--- src/rtl/rx_cmd_pkg.sv ---
// rtl/rx_cmd_pkg.sv - shared opcodes, operand addresses and FSM states for rx_cmd_ctrl
package rx_cmd_pkg;

    localparam logic [7:0] CMD_WR      = 8'hAA;
    localparam logic [7:0] CMD_RD      = 8'hBB;
    localparam logic [7:0] CMD_ALU_OP  = 8'hCC;
    localparam logic [7:0] CMD_ALU_NOP = 8'hDD;

    localparam int OPA_ADDR = 0;
    localparam int OPB_ADDR = 1;

    typedef enum logic [3:0] {
        IDLE,
        WR_ADDR,
        WR_DATA,
        RD_ADDR,
        RD_WAIT,
        OPA,
        OPB,
        FUN,
        ALU_WAIT,
        TX_LO,
        TX_HI,
        TX_RD
    } state_e;

endpackage

--- src/rtl/rx_cmd_timeout.sv ---
// rtl/rx_cmd_timeout.sv - loadable wait counter that flags expiry after TIMEOUT enabled cycles
module rx_cmd_timeout #(
    parameter int TIMEOUT = 255
) (
    input  logic                             clk_i,
    input  logic                             rstn_i,
    input  logic                             clr_i,
    input  logic                             en_i,
    input  logic                             load_i,
    input  logic [$clog2(TIMEOUT+1)-1:0]     load_val_i,
    output logic                             expire_o
);

    localparam int CNT_W = $clog2(TIMEOUT + 1);
    localparam logic [CNT_W-1:0] LIMIT = CNT_W'(TIMEOUT);

    logic [CNT_W-1:0] cnt_q, cnt_d;

    // Saturates at LIMIT so a stalled wait never wraps back to a fresh count.
    always_comb begin
        cnt_d = cnt_q;
        if (clr_i) begin
            cnt_d = '0;
        end else if (load_i) begin
            cnt_d = load_val_i;
        end else if (en_i && (cnt_q != LIMIT)) begin
            cnt_d = cnt_q + 1'b1;
        end
    end

    always_ff @(posedge clk_i) begin
        if (!rstn_i) begin
            cnt_q <= '0;
        end else begin
            cnt_q <= cnt_d;
        end
    end

    assign expire_o = en_i && (cnt_q == LIMIT);

endmodule

--- src/rtl/rx_cmd_ctrl.sv ---
// rtl/rx_cmd_ctrl.sv - UART command frame sequencer driving register file, ALU and TX FIFO
module rx_cmd_ctrl
    import rx_cmd_pkg::*;
#(
    parameter int DATA_W  = 8,
    parameter int ADDR_W  = 4,
    parameter int FUN_W   = 4,
    parameter int TIMEOUT = 255
) (
    input  logic                CLK,
    input  logic                RST,
    input  logic [DATA_W-1:0]   RX_P_DATA,
    input  logic                RX_D_VLD,
    input  logic                RX_PAR_ERR,
    input  logic                RX_STP_ERR,
    output logic                RF_WR_EN,
    output logic                RF_RD_EN,
    output logic [ADDR_W-1:0]   RF_ADDR,
    output logic [DATA_W-1:0]   RF_WR_DATA,
    input  logic [DATA_W-1:0]   RF_RD_DATA,
    input  logic                RF_RD_VLD,
    output logic                ALU_EN,
    output logic [FUN_W-1:0]    ALU_FUN,
    output logic                CLK_GATE_EN,
    input  logic [2*DATA_W-1:0] ALU_OUT,
    input  logic                ALU_OUT_VLD,
    output logic [DATA_W-1:0]   TX_WR_DATA,
    output logic                TX_WR_INC,
    input  logic                TX_FULL,
    output logic                CMD_ERR
);

    localparam int CNT_W = $clog2(TIMEOUT + 1);

    state_e              state_q;
    logic                rf_wr_en_q;
    logic                rf_rd_en_q;
    logic                alu_en_q;
    logic                clk_gate_q;
    logic                cmd_err_q;
    logic [ADDR_W-1:0]   rf_addr_q;
    logic [DATA_W-1:0]   rf_wr_data_q;
    logic [DATA_W-1:0]   rd_data_q;
    logic [FUN_W-1:0]    alu_fun_q;
    logic [2*DATA_W-1:0] alu_res_q;

    logic byte_ok;
    logic byte_bad;
    logic consuming;
    logic waiting;
    logic pushing;
    logic expired;

    assign byte_ok   = RX_D_VLD && !(RX_PAR_ERR || RX_STP_ERR);
    assign byte_bad  = RX_D_VLD &&  (RX_PAR_ERR || RX_STP_ERR);
    assign consuming = (state_q == WR_ADDR) || (state_q == WR_DATA) || (state_q == RD_ADDR) ||
                       (state_q == OPA)     || (state_q == OPB)     || (state_q == FUN);
    assign waiting   = (state_q == RD_WAIT) || (state_q == ALU_WAIT);
    assign pushing   = (state_q == TX_LO) || (state_q == TX_HI) || (state_q == TX_RD);

    rx_cmd_timeout #(
        .TIMEOUT(TIMEOUT)
    ) u_timeout (
        .clk_i      (CLK),
        .rstn_i     (RST),
        .clr_i      (!waiting),
        .en_i       (waiting),
        .load_i     (1'b0),
        .load_val_i ({CNT_W{1'b0}}),
        .expire_o   (expired)
    );

    always_ff @(posedge CLK) begin
        if (!RST) begin
            state_q      <= IDLE;
            rf_wr_en_q   <= 1'b0;
            rf_rd_en_q   <= 1'b0;
            alu_en_q     <= 1'b0;
            clk_gate_q   <= 1'b0;
            cmd_err_q    <= 1'b0;
            rf_addr_q    <= '0;
            rf_wr_data_q <= '0;
            rd_data_q    <= '0;
            alu_fun_q    <= '0;
            alu_res_q    <= '0;
        end else begin
            rf_wr_en_q <= 1'b0;
            rf_rd_en_q <= 1'b0;
            alu_en_q   <= 1'b0;
            cmd_err_q  <= 1'b0;

            if (byte_bad && consuming) begin
                cmd_err_q <= 1'b1;
                state_q   <= IDLE;
            end else begin
                case (state_q)
                    IDLE: begin
                        if (byte_ok) begin
                            case (RX_P_DATA)
                                CMD_WR:      state_q <= WR_ADDR;
                                CMD_RD:      state_q <= RD_ADDR;
                                CMD_ALU_OP:  state_q <= OPA;
                                CMD_ALU_NOP: state_q <= FUN;
                                default:     state_q <= IDLE;
                            endcase
                        end
                    end
                    WR_ADDR: begin
                        if (byte_ok) begin
                            rf_addr_q <= RX_P_DATA[ADDR_W-1:0];
                            state_q   <= WR_DATA;
                        end
                    end
                    WR_DATA: begin
                        if (byte_ok) begin
                            rf_wr_data_q <= RX_P_DATA;
                            rf_wr_en_q   <= 1'b1;
                            state_q      <= IDLE;
                        end
                    end
                    RD_ADDR: begin
                        if (byte_ok) begin
                            rf_addr_q  <= RX_P_DATA[ADDR_W-1:0];
                            rf_rd_en_q <= 1'b1;
                            state_q    <= RD_WAIT;
                        end
                    end
                    RD_WAIT: begin
                        if (RF_RD_VLD) begin
                            rd_data_q <= RF_RD_DATA;
                            state_q   <= TX_RD;
                        end else if (expired) begin
                            cmd_err_q <= 1'b1;
                            state_q   <= IDLE;
                        end
                    end
                    // Operand bytes may arrive while the previous write strobe is still out.
                    OPA: begin
                        if (byte_ok) begin
                            rf_addr_q    <= ADDR_W'(OPA_ADDR);
                            rf_wr_data_q <= RX_P_DATA;
                            rf_wr_en_q   <= 1'b1;
                            state_q      <= OPB;
                        end
                    end
                    OPB: begin
                        if (byte_ok) begin
                            rf_addr_q    <= ADDR_W'(OPB_ADDR);
                            rf_wr_data_q <= RX_P_DATA;
                            rf_wr_en_q   <= 1'b1;
                            state_q      <= FUN;
                        end
                    end
                    FUN: begin
                        if (byte_ok) begin
                            alu_fun_q  <= RX_P_DATA[FUN_W-1:0];
                            alu_en_q   <= 1'b1;
                            clk_gate_q <= 1'b1;
                            state_q    <= ALU_WAIT;
                        end
                    end
                    ALU_WAIT: begin
                        if (ALU_OUT_VLD) begin
                            alu_res_q  <= ALU_OUT;
                            clk_gate_q <= 1'b0;
                            state_q    <= TX_LO;
                        end else if (expired) begin
                            cmd_err_q  <= 1'b1;
                            clk_gate_q <= 1'b0;
                            state_q    <= IDLE;
                        end
                    end
                    TX_LO: if (!TX_FULL) state_q <= TX_HI;
                    TX_HI: if (!TX_FULL) state_q <= IDLE;
                    TX_RD: if (!TX_FULL) state_q <= IDLE;
                    default: state_q <= IDLE;
                endcase
            end
        end
    end

    // Push is qualified by the live TX_FULL so a byte never lands in a full FIFO.
    always_comb begin
        TX_WR_DATA = '0;
        case (state_q)
            TX_LO:   TX_WR_DATA = alu_res_q[DATA_W-1:0];
            TX_HI:   TX_WR_DATA = alu_res_q[2*DATA_W-1:DATA_W];
            TX_RD:   TX_WR_DATA = rd_data_q;
            default: TX_WR_DATA = '0;
        endcase
    end

    assign TX_WR_INC   = pushing && !TX_FULL;
    assign RF_WR_EN    = rf_wr_en_q;
    assign RF_RD_EN    = rf_rd_en_q;
    assign RF_ADDR     = rf_addr_q;
    assign RF_WR_DATA  = rf_wr_data_q;
    assign ALU_EN      = alu_en_q;
    assign ALU_FUN     = alu_fun_q;
    assign CLK_GATE_EN = clk_gate_q;
    assign CMD_ERR     = cmd_err_q;

endmodule
--- config.mk ---
export PLATFORM = sky130hd
export DESIGN_NAME = rx_cmd_ctrl
export DESIGN_NICKNAME = d
export VERILOG_FILES = /design/src/rtl/rx_cmd_pkg.sv /design/src/rtl/rx_cmd_timeout.sv /design/src/rtl/rx_cmd_ctrl.sv
export SDC_FILE = /design/constraint.sdc
export NUM_CORES = 1
export LEC_CHECK = 0
export CAP_MARGIN = 20
export CORE_ASPECT_RATIO = 1.4
export CORE_MARGIN = 2
export CORE_UTILIZATION = 44
export DETAILED_ROUTE_END_ITERATION = 16
export PLACE_DENSITY = 0.74
export SYNTH_ARGS = -nofsm -noshare
export SYNTH_HDL_FRONTEND = slang
export SYNTH_SLANG_ARGS = --single-unit
--- constraint.sdc ---
create_clock -name CLK -period 1.7 [get_ports CLK]
set_input_delay 0.34 -clock CLK [delete_from_list [all_inputs] [get_ports CLK]]
set_output_delay 0.34 -clock CLK [all_outputs]
set_load 0.005 [all_outputs]
; Word level (Yosys, flattened, before mapping)
; Cells that the tools add are included.
[word_totals]
reg_bits = 57
ram_bits = 0
romBits = 0
latchBits = 0
n_memories = 0
output_inout_bits = 30
[classes]
reduce_logical = 35
n_bitwise = 5
div_mod_pow = 0
multipliers = 0
mux = 28
add_sub_neg = 1
n_shift = 0
n_lt_le_gt_ge = 0
n_eq_ne = 28
[op_table]
columns = cell, count
row1 = $mux 4, 14
row2 = $pmux 4 s11, 1
row3 = $eq 8x8->1 const B, 5
row4 = $pmux 8 s3, 1
row5 = $ne 2x2->1 const B, 9
row6 = $eq 4x3->1 const B, 4
row7 = $eq 4x4->1 const B, 4
row8 = $pmux 3 s4, 1
row9 = $pmux 4 s3, 1
row10 = $reduce_and 3->1, 4
row11 = $reduce_or 3->1, 4
row12 = $logic_or 1x1->1, 9
row13 = $reduce_and 9->1, 1
row14 = $add 8x1->8 const B, 1
row15 = $eq 4x2->1 const B, 2
row16 = $mux 1, 8
row17 = $ne 8x8->1 const B, 1
row18 = $logic_and 1x1->1, 6
row19 = $reduce_or 2->1, 3
row20 = $not 1->1, 5
row21 = $reduce_and 5->1, 1
row22 = $eq 4x1->1 const B, 1
row23 = $logic_not 4->1, 1
row24 = $pmux 1 s2, 2
row25 = other kinds (7), 8

; Longest topological paths before layout
[logic_depth]
depth_word = 9
depth_mapped = 7
ltp_nobuf = 5

; Modules after synthesis
; Synthesis repeated with hierarchy kept, for this count alone.
[hier_totals]
hier_cells = 332
area_unflattened_um2 = 2924.1
[by_module_without_submodules]
columns = module, n_inst, area_each_um2, seq_area_each_um2, cells_per_inst
row1 = rx_cmd_ctrl, 1, 2448.6, 980.9, 275
row2 = rx_cmd_timeout, 1, 475.5, 160.2, 57

; Worst setup path before layout
; Ideal clock, no wire load.
[synth_path]
path_kind = input -> register
start = input port RX_STP_ERR
end = register rf_wr_data_q[0] (netlist: RF_WR_DATA[0])
arrival_time_ps = 1519
stages = 5
setup_ps = 128
slack_ps = 54
path_cell_list = or4b_1 > buf_2 > a21oi_4 > mux2i_1 > nor2_1
[synth_via]
elab_chain_cells = 5
elab_cells_between_ends = 7
cone_classes = 1 x bitwise / 6 x reduce/logical
[synth_rtl]
columns = item, line
row1 = from (decl), rx_cmd_ctrl.sv:15  ; input logic RX_STP_ERR,
row2 = $logic_or 1x1->1 *, "rx_cmd_ctrl.sv:54, rx_cmd_ctrl.sv:55"
row3 = $logic_and 1x1->1, rx_cmd_ctrl.sv:55  ; assign byte_bad = RX_D_VLD && (RX_PAR_ERR || RX_STP_ERR);
row4 = $logic_and 1x1->1, rx_cmd_ctrl.sv:92  ; if (byte_bad && consuming) begin
row5 = $not 1->1 (no line), --
row6 = $reduce_and 3->1 (no line) *, --
row7 = to (signal assigned), rx_cmd_ctrl.sv:82  ; rf_wr_data_q <= '0;
row8 = to (signal assigned), rx_cmd_ctrl.sv:116  ; rf_wr_data_q <= RX_P_DATA;
row9 = to (signal assigned), rx_cmd_ctrl.sv:141  ; rf_wr_data_q <= RX_P_DATA;
row10 = to (decl), rx_cmd_ctrl.sv:42  ; logic [DATA_W-1:0] rf_wr_data_q;
; Mark *: on every way between the ends. The rest lies on a longest branch, timed or not.
; A chain may end at the register's enable or synchronous reset.

; Worst setup path after layout
[layout_path]
start = register state_q[1]
end = output port TX_WR_DATA[1]
[layout_via]
elab_chain_cells = 2
elab_cells_between_ends = 4
cone_classes = 3 x eq/ne / 1 x mux
[layout_rtl]
columns = item, line
row1 = from (decl), rx_cmd_ctrl.sv:35  ; state_e state_q;
row2 = from (signal assigned), rx_cmd_ctrl.sv:75  ; state_q <= IDLE;
row3 = from (signal assigned), rx_cmd_ctrl.sv:94  ; state_q <= IDLE;
row4 = from (signal assigned), rx_cmd_ctrl.sv:100  ; CMD_WR: state_q <= WR_ADDR;
row5 = $eq 4x4->1, rx_cmd_ctrl.sv:185  ; case (state_q)
row6 = $pmux 8 s3 *, rx_cmd_ctrl.sv:185
row7 = to (decl), rx_cmd_ctrl.sv:27  ; output logic [DATA_W-1:0] TX_WR_DATA,
; Marked as above.

==> results.sh <==
export IMPL_rsz0062_at_grt="true"
export IMPL_worst_pin_slew_ns=0.366
export IMPL_synth_enable_flop_cells=0
export IMPL_timing_rr_start="state_q[1]"
export IMPL_reg2reg_setup_slack_ns=0.02
export IMPL_prevailing_post_synth_register_cell="sky130_fd_sc_hd__dfxtp_1"
export IMPL_yosys_register_bits=57
export IMPL_place_port_buffers=69
export IMPL_crit_fanout=6
export IMPL_initial_core_util_pct=45.4
export IMPL_clock_sinks=57
export IMPL_post_route_drc_count=0
export IMPL_finalWorstSetupSlack_ns=-0.0223
export IMPL_final_setup_viol_count=5
export IMPL_clkLatencyLatePin_ns=0.34
export IMPL_finalNetCount=492
export IMPL_peakVddDrop_v=0.000403
export IMPL_cts_buffers=9
export IMPL_pin_count_of_the_biggest_net_entering_global_routing=21
export IMPL_slowest_stage="sky130_fd_sc_hd__dfxtp_4"
export IMPL_failing_checks="negative setup slack"
export IMPL_dp_cells=506
export IMPL_boundaryPins=70
export IMPL_start_kind="flop"
export IMPL_required_ns=1.36
export IMPL_post_route_min_period_ns=1.72
export IMPL_floorplan_die_height_um=98.4
export IMPL_tritoncts="yes"
export IMPL_totalNegativeSetupSlack_ns=-0.0780
export IMPL_grt_antenna_before_repair=0
export IMPL_diodes=0
export IMPL_mappedNetlistArea_mm2=0.00280
export IMPL_layout_worst_path_cycle_share_pct=101
export IMPL_die_area_mm2=0.00702
export IMPL_detail_route_iter0_violations=303
export IMPL_dr_pass1_iters=4
export IMPL_max_stage_delay_ns=0.38
export IMPL_postSynthNetCount=377
export IMPL_final_antenna_net_count=0
export IMPL_totalWireLength_mm=8.00
export IMPL_hp_class="reg2reg"
export IMPL_timing_critical_path_to_type="output pin"
export IMPL_slew_violations=0
export IMPL_clk_pin_slew_ns=0.06
export IMPL_synth_avg_cell_area_um2=8.33
export IMPL_outcome="finished, violations left"
export IMPL_post_synth_num_cell_types=50
export IMPL_chipWidth_um=71.4
export IMPL_grt_ovfl_total=0
export IMPL_crit_start="state_q[1]"
export IMPL_ctsLongestPathBuffers=2
export IMPL_whs_ns=0.455
export IMPL_critical_path_n_buffers_inverters=2
export IMPL_final_cells=528
export IMPL_area_delta_synth_final_pct=50.6
export IMPL_number_of_global_route_vias_before_repair=2754
export IMPL_count_of_endpoints_failing_hold_in_the_final_timing_report=0
export IMPL_grt_first_pass_wirelength_mm=13.0
export IMPL_critical_path_most_common_cell="sky130_fd_sc_hd__nor2_1"
export IMPL_placement_rows=34
export IMPL_timing_critical_path_max_delay_family="flip-flops"
export IMPL_timing_max_cap_violations=0
export IMPL_clock_skew_ns=0.00672
export IMPL_htree_levels=3
export IMPL_syn_instance_count=336
export IMPL_avgRoutedWirePerCell_um=15.2
export IMPL_yosysWarningCount=0
export IMPL_critical_path_arrival_ns=1.38
export IMPL_layout_drive_gt1_share_pct=22.6
export IMPL_track_usage_pct=23.3
export IMPL_vias=2856
export IMPL_asyncSetResetFlopFracSynth_pct=0
export IMPL_power_density_cell_area_mw_per_mm2=663
export IMPL_gpl_final_weighted_congestion=0.858
export IMPL_clock_tree_root_cell="sky130_fd_sc_hd__clkbuf_8"
export IMPL_core_region_area_mm2=0.00617
export IMPL_critPathKind="reg2out"
export IMPL_dp_hpwl_mm=5.75
export IMPL_vias_per_cell=5.41
export IMPL_postCtsHoldBufs=0
export IMPL_fmax_mhz=581
export IMPL_static_leakage_power_uw=0.00158
export IMPL_final_design_area_no_fill_mm2=0.00421
export IMPL_critical_hold_path_startpoint="alu_res_q[11]"
export IMPL_rel_slew_slack_pct=75.3
export IMPL_place_area_mm2=0.00390
export IMPL_cp_cell_sequence="buf_6 -> mux2i_1 -> nor2_1 -> a21oi_1 -> nor2_1 -> buf_2"
export IMPL_sequential_area_share_after_synthesis_pct=40.8
report_power, final:
group,internal (uW),switching (uW),total [uW],leakage (uW)
Sequential,1330,0.210,1330,0.000461
Clock,711,550,1260,0.0000953
Combinational,122,76.0,198,0.00102
Total,2170,626,2790,0.00158
per-layer routing:
| metal | up-vias | global-route usage [%] | part of all wire, % |
|---|---|---|---|
| met2 | 82 | 38.3 | 49 |
| met3 | 21 | 5.78 | 4.6 |
| met5 | - | 0 | 0 |
| li1 | 1431 | - | - |
| met4 | 0 | 9.87 | 2.8 |
| met1 | 1322 | 28.7 | 43 |
state kept, by name (all words and copies together), names as in the netlist:
register,count
CLK_GATE_EN,1
ALU_EN,1
state_q,4
u_timeout.cnt_q,8
RF_WR_EN,1
RF_RD_EN,1
ALU_FUN,4
RF_ADDR,4
CMD_ERR,1
alu_res_q,16
rd_data_q,8
RF_WR_DATA,8
metrics by stage:
step | utilization [%] | total power (uW) | setup slack, ns
5_1_grt | 68.3 | 2890 | -0.126
3_3_place_gp | 63.2 | 1560 | -0.458
4_1_cts | 67.7 | 2800 | -0.0465
6_report | 68.3 | 2790 | -0.0223
3_5_place_dp | 63.2 | 1560 | -0.508
2_1_floorplan | - | 1410 | 0.0537
synth_stat cells (all sizes together), types with 5 or more instances:
master / instances / area share (%)
inv: 5 / 0.67
nor2: 48 / 6.4
nand2b: 8 / 1.8
clkbuf: 11 / 1.5
a211oi: 6 / 1.6
nor3: 7 / 1.8
buf: 10 / 1.7
nand2: 43 / 5.8
dfxtp: 57 / 41
a21oi: 32 / 6.3
mux2i: 30 / 11
nor2b: 7 / 1.6
nand3: 8 / 1.4
layout by cell type, fill, tap and decap left out, types with 3 or more instances in the layout:
cell type                          n
sky130_fd_sc_hd__o211ai_1          4
sky130_fd_sc_hd__and3_1            3
sky130_fd_sc_hd__nor3_1            4
sky130_fd_sc_hd__inv_1             4
sky130_fd_sc_hd__nand2b_1          7
sky130_fd_sc_hd__clkdlybuf4s50_1  57
sky130_fd_sc_hd__nor2b_1           5
sky130_fd_sc_hd__o21ai_0           4
sky130_fd_sc_hd__and2_1            3
sky130_fd_sc_hd__o22ai_1           3
sky130_fd_sc_hd__clkbuf_8         10
sky130_fd_sc_hd__nand3_1           8
sky130_fd_sc_hd__nand4_1           4
sky130_fd_sc_hd__dlygate4sd2_1     3
sky130_fd_sc_hd__buf_4            46
sky130_fd_sc_hd__a31oi_1           4
sky130_fd_sc_hd__o2111ai_1         3
sky130_fd_sc_hd__buf_6             6
sky130_fd_sc_hd__a211oi_1          6
sky130_fd_sc_hd__a21oi_1          29
sky130_fd_sc_hd__dfxtp_1          54
sky130_fd_sc_hd__buf_2             8
sky130_fd_sc_hd__xor2_1            3
sky130_fd_sc_hd__buf_12            3
sky130_fd_sc_hd__mux2i_1          30
sky130_fd_sc_hd__nor2_1           48
sky130_fd_sc_hd__nand2_1          43
tightest hold or removal path: cells and delay by family (launching register included):
kind,cells,cell delay [ns]
DFF,1,0.31
and+or+nand+nor,1,0.05
AOI/OAI and AO/OA,1,0.05
path summary, 6_finish.rpt:
kind,end,depth (start not counted)
worst max-delay path,TX_WR_DATA[1],6
worst min-delay path,alu_res_q[11],2
worst max register to register,RF_WR_DATA[6],9
worst min register to register,alu_res_q[11],2
final cells by class:
cell class                 count  area, um2
timing repair buffer         125       1150
fill                         508       1950
tap                           72       90.1
clock inverter                 5       55.1
multi-input combinational    253       1610
inverter                       5       18.8
clock buffer                  11        141
sequential                    57       1150
timing repair:
item | in CTS | in global routing
buffers inserted | 5 | 2
gates resized for setup | 54 | 9
setup endpoints to repair | 29 | 40
pin swaps | 18 | 18
hold endpoints to repair | 0 | 0
cloned | 1 | 0
cell families after synthesis:
group	Yosys count	share of synthesized area, %
and+or+nand+nor	143	24.5
AOI/OAI and AO/OA	75	18.4
DFF	57	40.8
muxes	30	10.7
buffers and inverters	26	3.89
xor gates and xnor gates	4	1.25
adders and majority gates	1	0.447
Power figures use the tool's default switching activity.
